`config.mk`:
```
export PLATFORM = sky130hd
export DESIGN_NAME = matrix_column_scanner
export DESIGN_NICKNAME = d
export VERILOG_FILES = /design/src/rtl/matrix_column_scanner.sv
export SDC_FILE = /design/constraint.sdc
export NUM_CORES = 1
export LEC_CHECK = 0
export ABC_AREA = 1
export CAP_MARGIN = 20
export CORE_MARGIN = 4
export CORE_UTILIZATION = 38
export DETAILED_ROUTE_END_ITERATION = 8
export PLACE_DENSITY_LB_ADDON = 0.3
export SLEW_MARGIN = 15
export SYNTH_ARGS = -nofsm -noshare
export SYNTH_HDL_FRONTEND = slang
export SYNTH_SLANG_ARGS = --single-unit
```
`constraint.sdc`:
```
create_clock -name clk -period 2.5 [get_ports clk]
set_clock_uncertainty 0.15 [all_clocks]
set_input_delay 0.5 -clock clk [delete_from_list [all_inputs] [get_ports clk]]
set_output_delay 0.5 -clock clk [all_outputs]
set_load 0.01 [all_outputs]
```
`src/rtl/matrix_column_scanner.sv`:
```
// Time-multiplexed 7x5 LED matrix driver with frame-boundary snapshot of the column patterns.
// Optional blink feature is compiled in with `define MATRIX_BLINK_EN.
module matrix_column_scanner #(
   parameter int SCAN_DIV       = 50000,
   parameter bit ROW_ACTIVE_LOW = 1'b1,
   parameter bit COL_ACTIVE_LOW = 1'b1,
   parameter int BLINK_FRAMES   = 25
) (
   input  logic       clk,
   input  logic       reset,
   input  logic       enable,
   input  logic [6:0] col1_in,
   input  logic [6:0] col2_in,
   input  logic [6:0] col3_in,
   input  logic [6:0] col4_in,
   input  logic [6:0] col5_in,
   input  logic       blink,
   output logic [6:0] row_out,
   output logic [4:0] col_sel,
   output logic [2:0] col_idx,
   output logic       frame_start
);

   localparam int             CNT_W   = (SCAN_DIV > 2) ? $clog2(SCAN_DIV) : 1;
   localparam logic [CNT_W-1:0] CNT_MAX = CNT_W'(SCAN_DIV - 1);
   localparam logic [6:0]     ROW_OFF = ROW_ACTIVE_LOW ? 7'h7F : 7'h00;
   localparam logic [4:0]     COL_OFF = COL_ACTIVE_LOW ? 5'h1F : 5'h00;

   logic [CNT_W-1:0] cnt_q, cnt_d;
   logic [2:0]       col_idx_q, col_idx_d;
   logic [6:0]       snap_q [5];
   logic [6:0]       snap_d [5];
   logic             frame_start_q, frame_start_d;
   logic [6:0]       row_q, row_d;
   logic [4:0]       col_sel_q, col_sel_d;
   logic             tick, wrap;
   logic             visible;
   logic [6:0]       cur_pattern;
   logic [4:0]       col_onehot;

`ifdef MATRIX_BLINK_EN
   localparam int FC_W = (BLINK_FRAMES > 1) ? $clog2(BLINK_FRAMES) : 1;
   localparam logic [FC_W-1:0] FC_MAX = FC_W'(BLINK_FRAMES - 1);

   logic [FC_W-1:0] fc_q, fc_d;
   logic            phase_q, phase_d;

   always_comb begin
      fc_d    = fc_q;
      phase_d = phase_q;
      if (wrap) begin
         if (fc_q == FC_MAX) begin
            fc_d    = '0;
            phase_d = ~phase_q;
         end else begin
            fc_d = fc_q + 1'b1;
         end
      end
   end

   always_ff @(posedge clk or posedge reset) begin
      if (reset) begin
         fc_q    <= '0;
         phase_q <= 1'b0;
      end else begin
         fc_q    <= fc_d;
         phase_q <= phase_d;
      end
   end

   assign visible = ~(blink & phase_q);
`else
   logic unused_blink;
   assign unused_blink = blink & (BLINK_FRAMES > 0);
   assign visible      = 1'b1;
`endif

   always_comb begin
      cur_pattern = 7'h00;
      case (col_idx_q)
         3'd0:    cur_pattern = snap_q[0];
         3'd1:    cur_pattern = snap_q[1];
         3'd2:    cur_pattern = snap_q[2];
         3'd3:    cur_pattern = snap_q[3];
         3'd4:    cur_pattern = snap_q[4];
         default: cur_pattern = 7'h00;
      endcase
   end

   assign col_onehot = 5'b00001 << col_idx_q;

   always_comb begin
      tick          = enable && (cnt_q == CNT_MAX);
      wrap          = tick && (col_idx_q == 3'd4);
      cnt_d         = cnt_q;
      col_idx_d     = col_idx_q;
      for (int k = 0; k < 5; k++) snap_d[k] = snap_q[k];
      frame_start_d = wrap;
      row_d         = ROW_OFF;
      col_sel_d     = COL_OFF;

      if (enable) begin
         cnt_d = tick ? '0 : cnt_q + 1'b1;
      end
      if (tick) begin
         col_idx_d = wrap ? 3'd0 : col_idx_q + 3'd1;
      end
      // New patterns are only accepted at the frame boundary so a frame never tears.
      if (wrap) begin
         snap_d[0] = col1_in;
         snap_d[1] = col2_in;
         snap_d[2] = col3_in;
         snap_d[3] = col4_in;
         snap_d[4] = col5_in;
      end

      // Rows stay dark for the first cycle of each slot to hide ghosting of the previous column.
      if (enable) begin
         col_sel_d = COL_ACTIVE_LOW ? ~col_onehot : col_onehot;
         if ((cnt_q != '0) && visible) begin
            row_d = ROW_ACTIVE_LOW ? ~cur_pattern : cur_pattern;
         end
      end
   end

   always_ff @(posedge clk or posedge reset) begin
      if (reset) begin
         cnt_q         <= '0;
         col_idx_q     <= 3'd0;
         for (int k = 0; k < 5; k++) snap_q[k] <= 7'h00;
         frame_start_q <= 1'b0;
         row_q         <= ROW_OFF;
         col_sel_q     <= COL_OFF;
      end else begin
         cnt_q         <= cnt_d;
         col_idx_q     <= col_idx_d;
         for (int k = 0; k < 5; k++) snap_q[k] <= snap_d[k];
         frame_start_q <= frame_start_d;
         row_q         <= row_d;
         col_sel_q     <= col_sel_d;
      end
   end

   assign row_out     = row_q;
   assign col_sel     = col_sel_q;
   assign col_idx     = col_idx_q;
   assign frame_start = frame_start_q;

endmodule
```
==> out/qor.yml, run 1 <==
status: "finished, final reports clean"
cts_inserted_buffers: 9
timing_hold_violations_final: 0
io_pins: 55
slew_headroom_pct: 54.6
slowest_delay_ps: 530
drv_cap: 0
cpLargestDelayFamily: "flip-flops"
synth_nets: 464
initialDrtViolationCount: 170
wl_met3_um: 292
core-area_mm2: 0.00838
cts_tree: "built"
wl_met2_um: 3920
critPathRequiredTime_ps: 1850
port_buffers: 53
cts_sinks: 67
synth_cells: 418
setup_violations: 0
synth-async-reset-ratio_pct: 100
die-area_mm2: 0.0104
fmax_mhz: 491
cp_cell_sequence: "clkdlybuf4s50_1"
synth_top_family_by_area: "simple AND/OR/NAND/NOR gates"
die_w_um: 102
critPathKind: "reg -> out"
yosys.cell_types.count: 26
via_per_inst: 4.95
grt_pass1_vias: 2748
htreeDepth: 3
synthXorXnorAreaFrac_pct: 2.09
synth.area.mux_share_pct: 0
r2r_cells: 6
grt_max_degree: 68
dp_hpwl_um: 5500
layout_min_cycle_time_ps: 2040
postRouteWirelength_um: 7640
setup-tns-final_ps: 0
stdcell_area_mm2: 0.00418
drive_above_1_share_pct: 9.05
min_delay_path_depth: 2
critPathLaunchType: "flop"
critPathBufInv: 1
cts_resized: 0
yosys-top-cells-area: "dfrtp_1 (41%), nand2_1 (18%), dfstp_2 (9.4%), nand4_1 (8.6%), inv_1 (4.3%)"
routedWlPerCell_um: 13.2
final_cell_mix: "nand2_1 (163), dfrtp_1 (55), clkdlybuf4s50_1 (53)"
clock_path_buffers: 2
yosys.area_share.adder_pct: 2.61
crit_path_top_delay_cell: "dfstp_2"
hp-class: "reg -> reg"
met1_length_um: 3370
worst_pin_slew_ps: 679
die_h_um: 102
start_util_pct: 40.0
mostFrequentLayoutCell: "nand2_1"
ir_drop_mv: 0.287
top_layer: "met4"
antenna_found_initial: 0
finalNonFillerCells: 580
synth.top_cell.area_share_pct: 41.1
drtAntennaViolNets: 0
clk_pin_slew_ps: 70
fin_crit_sh_pct: 81.5
insertion_delay_ps: 340
avgSynthCellArea_um2: 8.02
yosysSeqAreaShare_pct: 50.5
rows: 33
slew_viol_final: 0
area_delta_synth_final_pct: 24.7
placed_cell_area_mm2: 0.00396
grt.total_usage_pct: 15.7
dp.cells: 564
synth.ff_latch_count: 67
cp_max_fo: 1
ctsHoldBuffers: 0
yosys_warnings: 0
drc: 0
p_per_area_mw_per_mm2: 600
synth_top_flop_cell: "dfrtp_1"
cp_num_cells: 1
nets: 516
diodes: 0
grt_setup_unrepaired: "no"
grt_pass1_wl_um: 12900
cts_setup_buffers: 0
synth_area_leader_cell: "dfrtp_1"
p_leak_nw: 2.13
yosys.area_share.simple_pct: 35.7
vias: 2873
synth_compound_area_share_pct: 0.896
grt_overflow: 0
end_kind: "primary output"
netlist_area_mm2: 0.00335
dr.pass1.iters: 4
routabilityCongestion: 0.883
cp.arrival_ps: 1390
synth_edf_count: 0
clock-root-buffer: "clkbuf_8"
## layer usage
layer	vias to the layer above	track usage [%]
met5	-	0
met4	0	3.33
met3	6	3.55
met2	56	26.9
met1	1370	20.4
li1	1441	-
## cells in the mapped netlist (2+ instances only)
| library cell | n |
|---|---|
| dfrtp_1 | 55 |
| buf_6 | 3 |
| dfstp_2 | 12 |
| xnor2_1 | 3 |
| nand4_1 | 46 |
| buf_4 | 7 |
| buf_2 | 5 |
| inv_1 | 38 |
| nand3_1 | 21 |
| clkbuf_1 | 3 |
| a21oi_1 | 3 |
| nand2_1 | 163 |
| buf_1 | 2 |
| nor3_1 | 3 |
| nor2_1 | 32 |
| xor2_1 | 5 |
| o21ai_0 | 2 |
| ha_1 | 7 |
## worst register-to-register path, cell delays in order (launching register included)
cell and delay [ps]:
dfrtp_1 470, nor2_2 160, nand2_1 100, nor3_4 420, buf_4 390, nand4_1 170
nand2_1 90
## flip-flops by register name, indices dropped and copies added, names as in the netlist
name and flops:
col_sel 5, snap_q 35, row_out 7, col_idx 3
frame_start 1, cnt_q 16
## cells by family after synthesis
family / count (synthesis)
buffers and inverters: 59
AND/OR/NAND/NOR: 271
XOR/XNOR: 8
adder cells (fa/ha/maj): 7
flip-flops: 67
AO/OA/AOI/OAI: 6
## stage by stage
step	total power [mW]	hold WS [ps]	setup WS [ps]	utilization (%)
3_3_place_gp	1.54	305	262	47.3
2_1_floorplan	1.42	292	187	-
6_report	2.51	324	463	49.9
4_1_cts	2.53	328	438	49.9
5_1_grt	2.64	339	328	49.9
3_5_place_dp	1.55	310	239	47.3
## cell type report
type | instances | area, µm²
well taps | 105 | 131
clock inverters | 6 | 90.1
fillers | 809 | 4200
multi-input cells | 292 | 1390
repair buffers | 61 | 603
inverters | 39 | 146
flip-flops and latches | 67 | 1690
clock buffers | 10 | 128
## report_power, final
group | internal [mW] | total, mW | switching, mW
combinational | 0.137 | 0.313 | 0.175
clock | 0.563 | 0.976 | 0.413
sequential | 1.14 | 1.22 | 0.0796
## final timing paths
kind | startpoint | end | slack, ps
worst max register to register | cnt_q[10] | snap_q[21] | 490
worst max-delay path | row_out[5] | row_out[5] | 460
max in group asynchronous | reset | row_out[4] | 1460
worst min register to register | snap_q[10] | snap_q[10] | 320
worst min-delay path | snap_q[10] | snap_q[10] | 320
min in group asynchronous | reset | cnt_q[2] | 410
(Power assumes the default switching activity.)
==> inputs of run 2 (changes only) <==
==> constraint.sdc (replaced) <==
create_clock -name clk -period 1.7 [get_ports clk]
set_clock_uncertainty 0.15 [all_clocks]
set_input_delay 0.34 -clock clk [delete_from_list [all_inputs] [get_ports clk]]
set_output_delay 0.34 -clock clk [all_outputs]
set_load 0.01 [all_outputs]
==> run 2 against run 1 <==
Against the previous run: setup slack worse by 450 ps; critical endpoint is now snap_q[5]; final area is 7.9% higher; highest routed layer unchanged; count of clock-buffer cells in the layout is 1 lower.
==> out/qor.yml, run 2 (synthesis results as in run 1) <==
start_util_pct: 40.0  # unchanged
crit_path_top_delay_cell: "dfrtp_1"  # was dfstp_2
insertion_delay_ps: 350  # was 340 ps
fin_crit_sh_pct: 99.2
status: "finished, final reports clean"  # unchanged
drc: 0  # unchanged
slew_headroom_pct: 71.3  # was 54.6%
dp.cells: 591  # was 564
fin_util_pct: 53.8  # was 49.9%
die_w_um: 102  # unchanged
worst_pin_slew_ps: 431  # was 679 ps
cts_inserted_buffers: 9  # unchanged
ctsHoldBuffers: 0  # unchanged
critPathLaunchType: "flop"  # unchanged
dp_hpwl_um: 5740  # was 5500 µm
clock-root-buffer: "clkbuf_8"  # unchanged
stdcell_area_mm2: 0.00451  # was 0.00418 mm²
drive_above_1_share_pct: 18.3  # was 9.05%
cp_max_fo: 18  # was 1
grt_pass1_wl_um: 13400  # was 12900 µm
holdWs_ps: 283  # was 324 ps
via_per_inst: 4.93  # was 4.95
p_per_area_mw_per_mm2: 855  # was 600 mW/mm²
layout_min_cycle_time_ps: 1690
hp-class: "in -> async"  # was reg -> reg
critPathRequiredTime_ps: 1800  # was 1850 ps
postRouteWirelength_um: 8270  # was 7640 µm
die_h_um: 102  # unchanged
final_cell_mix: "nand2_1 (160), dfrtp_1 (54), nand4_1 (46)"  # was nand2_1 (163), dfrtp_1 (55), clkdlybuf4s50_1 (53)
grt_overflow: 0  # unchanged
grt_setup_unrepaired: "yes"  # was no
p_leak_nw: 2.33  # was 2.13 nW
dr.pass1.iters: 4  # unchanged
placed_cell_area_mm2: 0.00418  # was 0.00396 mm²
fmax_mhz: 593
antenna_found_initial: 0  # unchanged
initialDrtViolationCount: 124  # was 170
finalNonFillerCells: 613  # was 580
cp.arrival_ps: 1780  # was 1390 ps
cts_sinks: 67  # unchanged
drv_cap: 0  # unchanged
timing_hold_violations_final: 0  # unchanged
setup_violations: 0  # unchanged
ir_drop_mv: 0.355  # was 0.287 mV
die-area_mm2: 0.0104  # unchanged
grt_pass1_vias: 2894  # was 2748
regMostFlops: "snap_q"  # unchanged
slowest_delay_ps: 400  # was 530 ps
nets: 549  # was 516
slew_viol_final: 0  # unchanged
grt_max_degree: 68  # unchanged
clk_pin_slew_ps: 80  # was 70 ps
cts_tree: "built"  # unchanged
rows: 33  # unchanged
area_delta_synth_final_pct: 34.6  # was 24.7%
diodes: 0  # unchanged
drtAntennaViolNets: 0  # unchanged
critPathKind: "reg -> reg"  # was reg -> out
port_buffers: 53  # unchanged
cp_cell_sequence: "nor2_2, nand3_2, nor3_4, nand3_2, clkbuf_16, nand2_1, nand2_1"  # was clkdlybuf4s50_1
clock_path_buffers: 2  # unchanged
routabilityCongestion: 0.869  # was 0.883
vias: 3021  # was 2873
htreeDepth: 3  # unchanged
mostFrequentLayoutCell: "nand2_1"  # unchanged
end_kind: "flop"  # was primary output
io_pins: 55  # unchanged
largest_reg_flops: 35  # unchanged
core-area_mm2: 0.00838  # unchanged
routedWlPerCell_um: 13.5  # was 13.2 µm
grt.total_usage_pct: 16.5  # was 15.7%
[run 2: per-layer routing]
metal  vias to the layer above  GRT usage [%]  share of wire (%)
met5                         -              0                  0
met4                         0           6.56                1.7
met3                        13           3.34                4.3
met2                        74           27.1                 50
met1                      1428           21.5                 44
li1                       1506              -                  -
[run 2: area by class of cell]
| class | count | area [µm²] |
|---|---|---|
| Tap cell | 105 | 131 |
| Timing Repair Buffer | 93 | 863 |
| Sequential cell | 67 | 1690 |
| Multi-Input combinational cell | 292 | 1440 |
| Clock buffer | 9 | 124 |
| Clock inverter | 7 | 100 |
| Timing Repair inverter | 1 | 5.00 |
| Inverter | 39 | 155 |
| Fill cell | 799 | 3870 |
[run 2: critical path: cells and delay by family, from the launching register on]
kind	cells	cell delay, ps
simple gates	6	810
buf+inv	1	220
flops	1	400
[run 2: power breakdown]
| group | switching, mW | internal (mW) | total, mW |
|---|---|---|---|
| Sequential | 0.0740 | 1.67 | 1.75 |
| Combinational | 0.329 | 0.280 | 0.608 |
| Clock | 0.664 | 0.835 | 1.50 |
| Total | 1.07 | 2.79 | 3.86 |
[run 2: path summary, 6_finish.rpt]
| kind | endpoint | slack, ps | cells after the start | start |
|---|---|---|---|---|
| max reg2reg | snap_q[5] | 10 | 7 | cnt_q[12] |
| max | snap_q[5] | 10 | 7 | cnt_q[12] |
| max in group asynchronous | col_sel[2] | 790 | 3 | reset |
| min reg2reg | snap_q[17] | 330 | 2 | snap_q[17] |
| min in group clk | snap_q[17] | 330 | 2 | snap_q[17] |
| min | snap_q[13] | 280 | 3 | reset |
[run 2: per-stage QoR]
step	worst slack (ps)	TNS (ps)	power (mW)
2_1_floorplan	113	0	2.09
3_3_place_gp	-243	-9830	2.36
3_5_place_dp	-239	-10090	2.37
4_1_cts	6.68	0	3.88
5_1_grt	-51.0	-1220	4.05
6_report	13.9	0	3.86
[run 2: what timing repair did]
| action | in CTS | in global routing |
|---|---|---|
| cloned | 0 | 2 |
| pin swaps | 0 | 3 |
| buffers inserted | 1 | 3 |
| setup endpoints to repair | 58 | 50 |
| resized for setup | 23 | 16 |
==> inputs of run 3 (changes only) <==
--- a/config.mk
+++ b/config.mk
@@ -8,7 +8,8 @@
 export ABC_AREA = 1
 export CAP_MARGIN = 20
 export CORE_MARGIN = 4
-export CORE_UTILIZATION = 38
+export CORE_UTILIZATION = 48
+export CTS_BUF_LIST = sky130_fd_sc_hd__clkbuf_16
 export DETAILED_ROUTE_END_ITERATION = 8
 export PLACE_DENSITY_LB_ADDON = 0.3
 export SLEW_MARGIN = 15
==> run 3 against run 2 <==
Against the previous run: power up 17%; setup slack improved by 5.4 ps; final cell count shrank 0.33%; non-clock buffer count grew 7; worst hold slack gained 4.2 ps; flip-flop and latch count is the same; sequential share of layout area decreased by 1.8 points; via count grew 2.8%; first-iteration DRC count grew 63%; clock power up 42%; largest power group is now clock.
==> out/qor.yml, run 3 (synthesis results as in run 1) <==
status: "finished, final reports clean"  # unchanged
clk_pin_slew_ps: 60  # was 80 ps
hp-class: "in -> async"  # unchanged
mostFrequentLayoutCell: "nand2_1"  # unchanged
grt_pass1_vias: 2888  # was 2894
routedWlPerCell_um: 14.0  # was 13.5 µm
final_cell_mix: "nand2_1 (156), dfrtp_1 (54), nand4_1 (46)"  # was nand2_1 (160), dfrtp_1 (54), nand4_1 (46)
grt_max_degree: 68  # unchanged
cp-endpoint: "row_out[5]"  # was snap_q[5]
grt_setup_unrepaired: "yes"  # unchanged
die_w_um: 91.6  # was 102 µm
worst_pin_slew_ps: 352  # was 431 ps
fin_util_pct: 69.8  # was 53.8%
postRouteWirelength_um: 8580  # was 8270 µm
drc: 0  # unchanged
die-area_mm2: 0.00838  # was 0.0104 mm²
timing_hold_violations_final: 0  # unchanged
r2r_cells: 11  # was 7
insertion_delay_ps: 330  # was 350 ps
htreeDepth: 3  # unchanged
cts_inserted_buffers: 9  # unchanged
regMostFlops: "snap_q"  # unchanged
setup_violations: 0  # unchanged
ff2ff_setup_slack_ps: 20  # was 10 ps
drtAntennaViolNets: 0  # unchanged
drv_cap: 0  # unchanged
io_pins: 55  # unchanged
cts_tree: "built"  # unchanged
port_buffers: 53  # unchanged
crit_start: "col_idx[0]"  # was cnt_q[12]
dp_hpwl_um: 5660  # was 5740 µm
critPathKind: "reg -> reg"  # unchanged
clock-root-buffer: "clkbuf_16"  # was clkbuf_8
start_util_pct: 49.3  # was 40.0%
drive_above_1_share_pct: 19.4  # was 18.3%
dr.pass1.iters: 5  # was 4
nets: 556  # was 549
vias: 3106  # was 3021
critPathLaunchType: "flop"  # unchanged
routabilityCongestion: 0.865  # was 0.869
largest_reg_flops: 35  # unchanged
cp.arrival_ps: 1800  # was 1780 ps
diodes: 0  # unchanged
antenna_found_initial: 0  # unchanged
r2r-start: "col_idx[0]"  # was cnt_q[12]
rows: 30  # was 33
p_leak_nw: 2.44  # was 2.33 nW
timing.rr.end: "row_out[5]"  # was snap_q[5]
grt.total_usage_pct: 20.6  # was 16.5%
p_per_area_mw_per_mm2: 948  # was 855 mW/mm²
grt_overflow: 0  # unchanged
cts_sinks: 67  # unchanged
ctsHoldBuffers: 0  # unchanged
slew_headroom_pct: 76.5  # was 71.3%
initialDrtViolationCount: 202  # was 124
fin_crit_sh_pct: 98.9  # was 99.2%
core-area_mm2: 0.00679  # was 0.00838 mm²
cp_max_fo: 5  # was 18
critPathRequiredTime_ps: 1820  # was 1800 ps
area_delta_synth_final_pct: 41.5  # was 34.6%
layout_min_cycle_time_ps: 1680  # was 1690 ps
slew_viol_final: 0  # unchanged
ir_drop_mv: 0.608  # was 0.355 mV
end_kind: "flop"  # unchanged
grt_pass1_wl_um: 13500  # was 13400 µm
via_per_inst: 5.08  # was 4.93
placed_cell_area_mm2: 0.00415  # was 0.00418 mm²
clock_path_buffers: 2  # unchanged
stdcell_area_mm2: 0.00474  # was 0.00451 mm²
fmax_mhz: 595  # was 593 MHz
setup-tns-final_ps: 0  # unchanged
die_h_um: 91.6  # was 102 µm
[run 3: changes by cell type in the layout (fill, tap and decap cells not counted), sizes merged, moves of 2 or more]
cell,previous run,this run
buf,40,46
clkinv,6,2
dlymetal6s2s,0,2
inv,38,40
[run 3: area by class of cell]
class	instances	area, µm²
timing repair buffer	100	963
multi-input combinational	292	1460
fill	536	2050
timing repair inverter	1	7.51
sequential	67	1690
inverter	39	155
tap	96	120
clock inverter	7	116
clock buffer	9	225
[run 3: repair_timing]
item,in CTS,in global routing
pin swaps,0,9
endpoints found under the hold margin,0,0
resized for setup,19,31
endpoints found under the setup margin,55,47
cloned,1,2
setup buffers,4,9
[run 3: metrics by stage]
| stage | setup WS (ps) | power, mW | hold slack, ps | instances |
|---|---|---|---|---|
| floorplan | 113 | 2.09 | 292 | 418 |
| CTS | 9.05 | 4.47 | 311 | 600 |
| global placement | -255 | 2.33 | 304 | 579 |
| detailed placement | -282 | 2.34 | 308 | 579 |
| finish | 19.3 | 4.49 | 288 | 611 |
| global route | -94.7 | 4.69 | 340 | 611 |
[run 3: power by group]
group / leakage, nW / internal [mW] / total, mW / switching [mW]
Clock: 0.171 / 1.43 / 2.13 / 0.696
Combinational: 1.41 / 0.277 / 0.584 / 0.307
Sequential: 0.862 / 1.68 / 1.78 / 0.105
Total: 2.44 / 3.39 / 4.49 / 1.11
[run 3: worst min path at each step]
stage / startpoint / endpoint / slack, ps / cells past startpoint
6_report: reset / col_idx[2] / 290 / 3
5_1_grt: reset / snap_q[13] / 340 / 3
4_1_cts: reset / col_idx[0] / 310 / 3
3_5_place_dp: snap_q[1] / snap_q[1] / 310 / 2
3_3_place_gp: snap_q[26] / snap_q[26] / 300 / 2
2_1_floorplan: snap_q[10] / snap_q[10] / 290 / 2
[run 3: worst max-delay path: stages (launching register included)]
cell	delay (ps)
dfrtp_1	390
inv_2	50
buf_4	140
ha_1	190
inv_1	50
nor2_1	30
buf_4	160
nand2_1	80
nand2_1	70
a21oi_1	120
nand3_1	120
nand3_2	70
[run 3: metal layers]
| layer | GRT usage, % | part of all wire, % | up-vias |
|---|---|---|---|
| met5 | 0 | 0 | - |
| met4 | 8.29 | 2.2 | 0 |
| met3 | 4.14 | 5.6 | 18 |
| met2 | 33.0 | 49 | 121 |
| met1 | 27.2 | 44 | 1445 |
| li1 | - | - | 1522 |
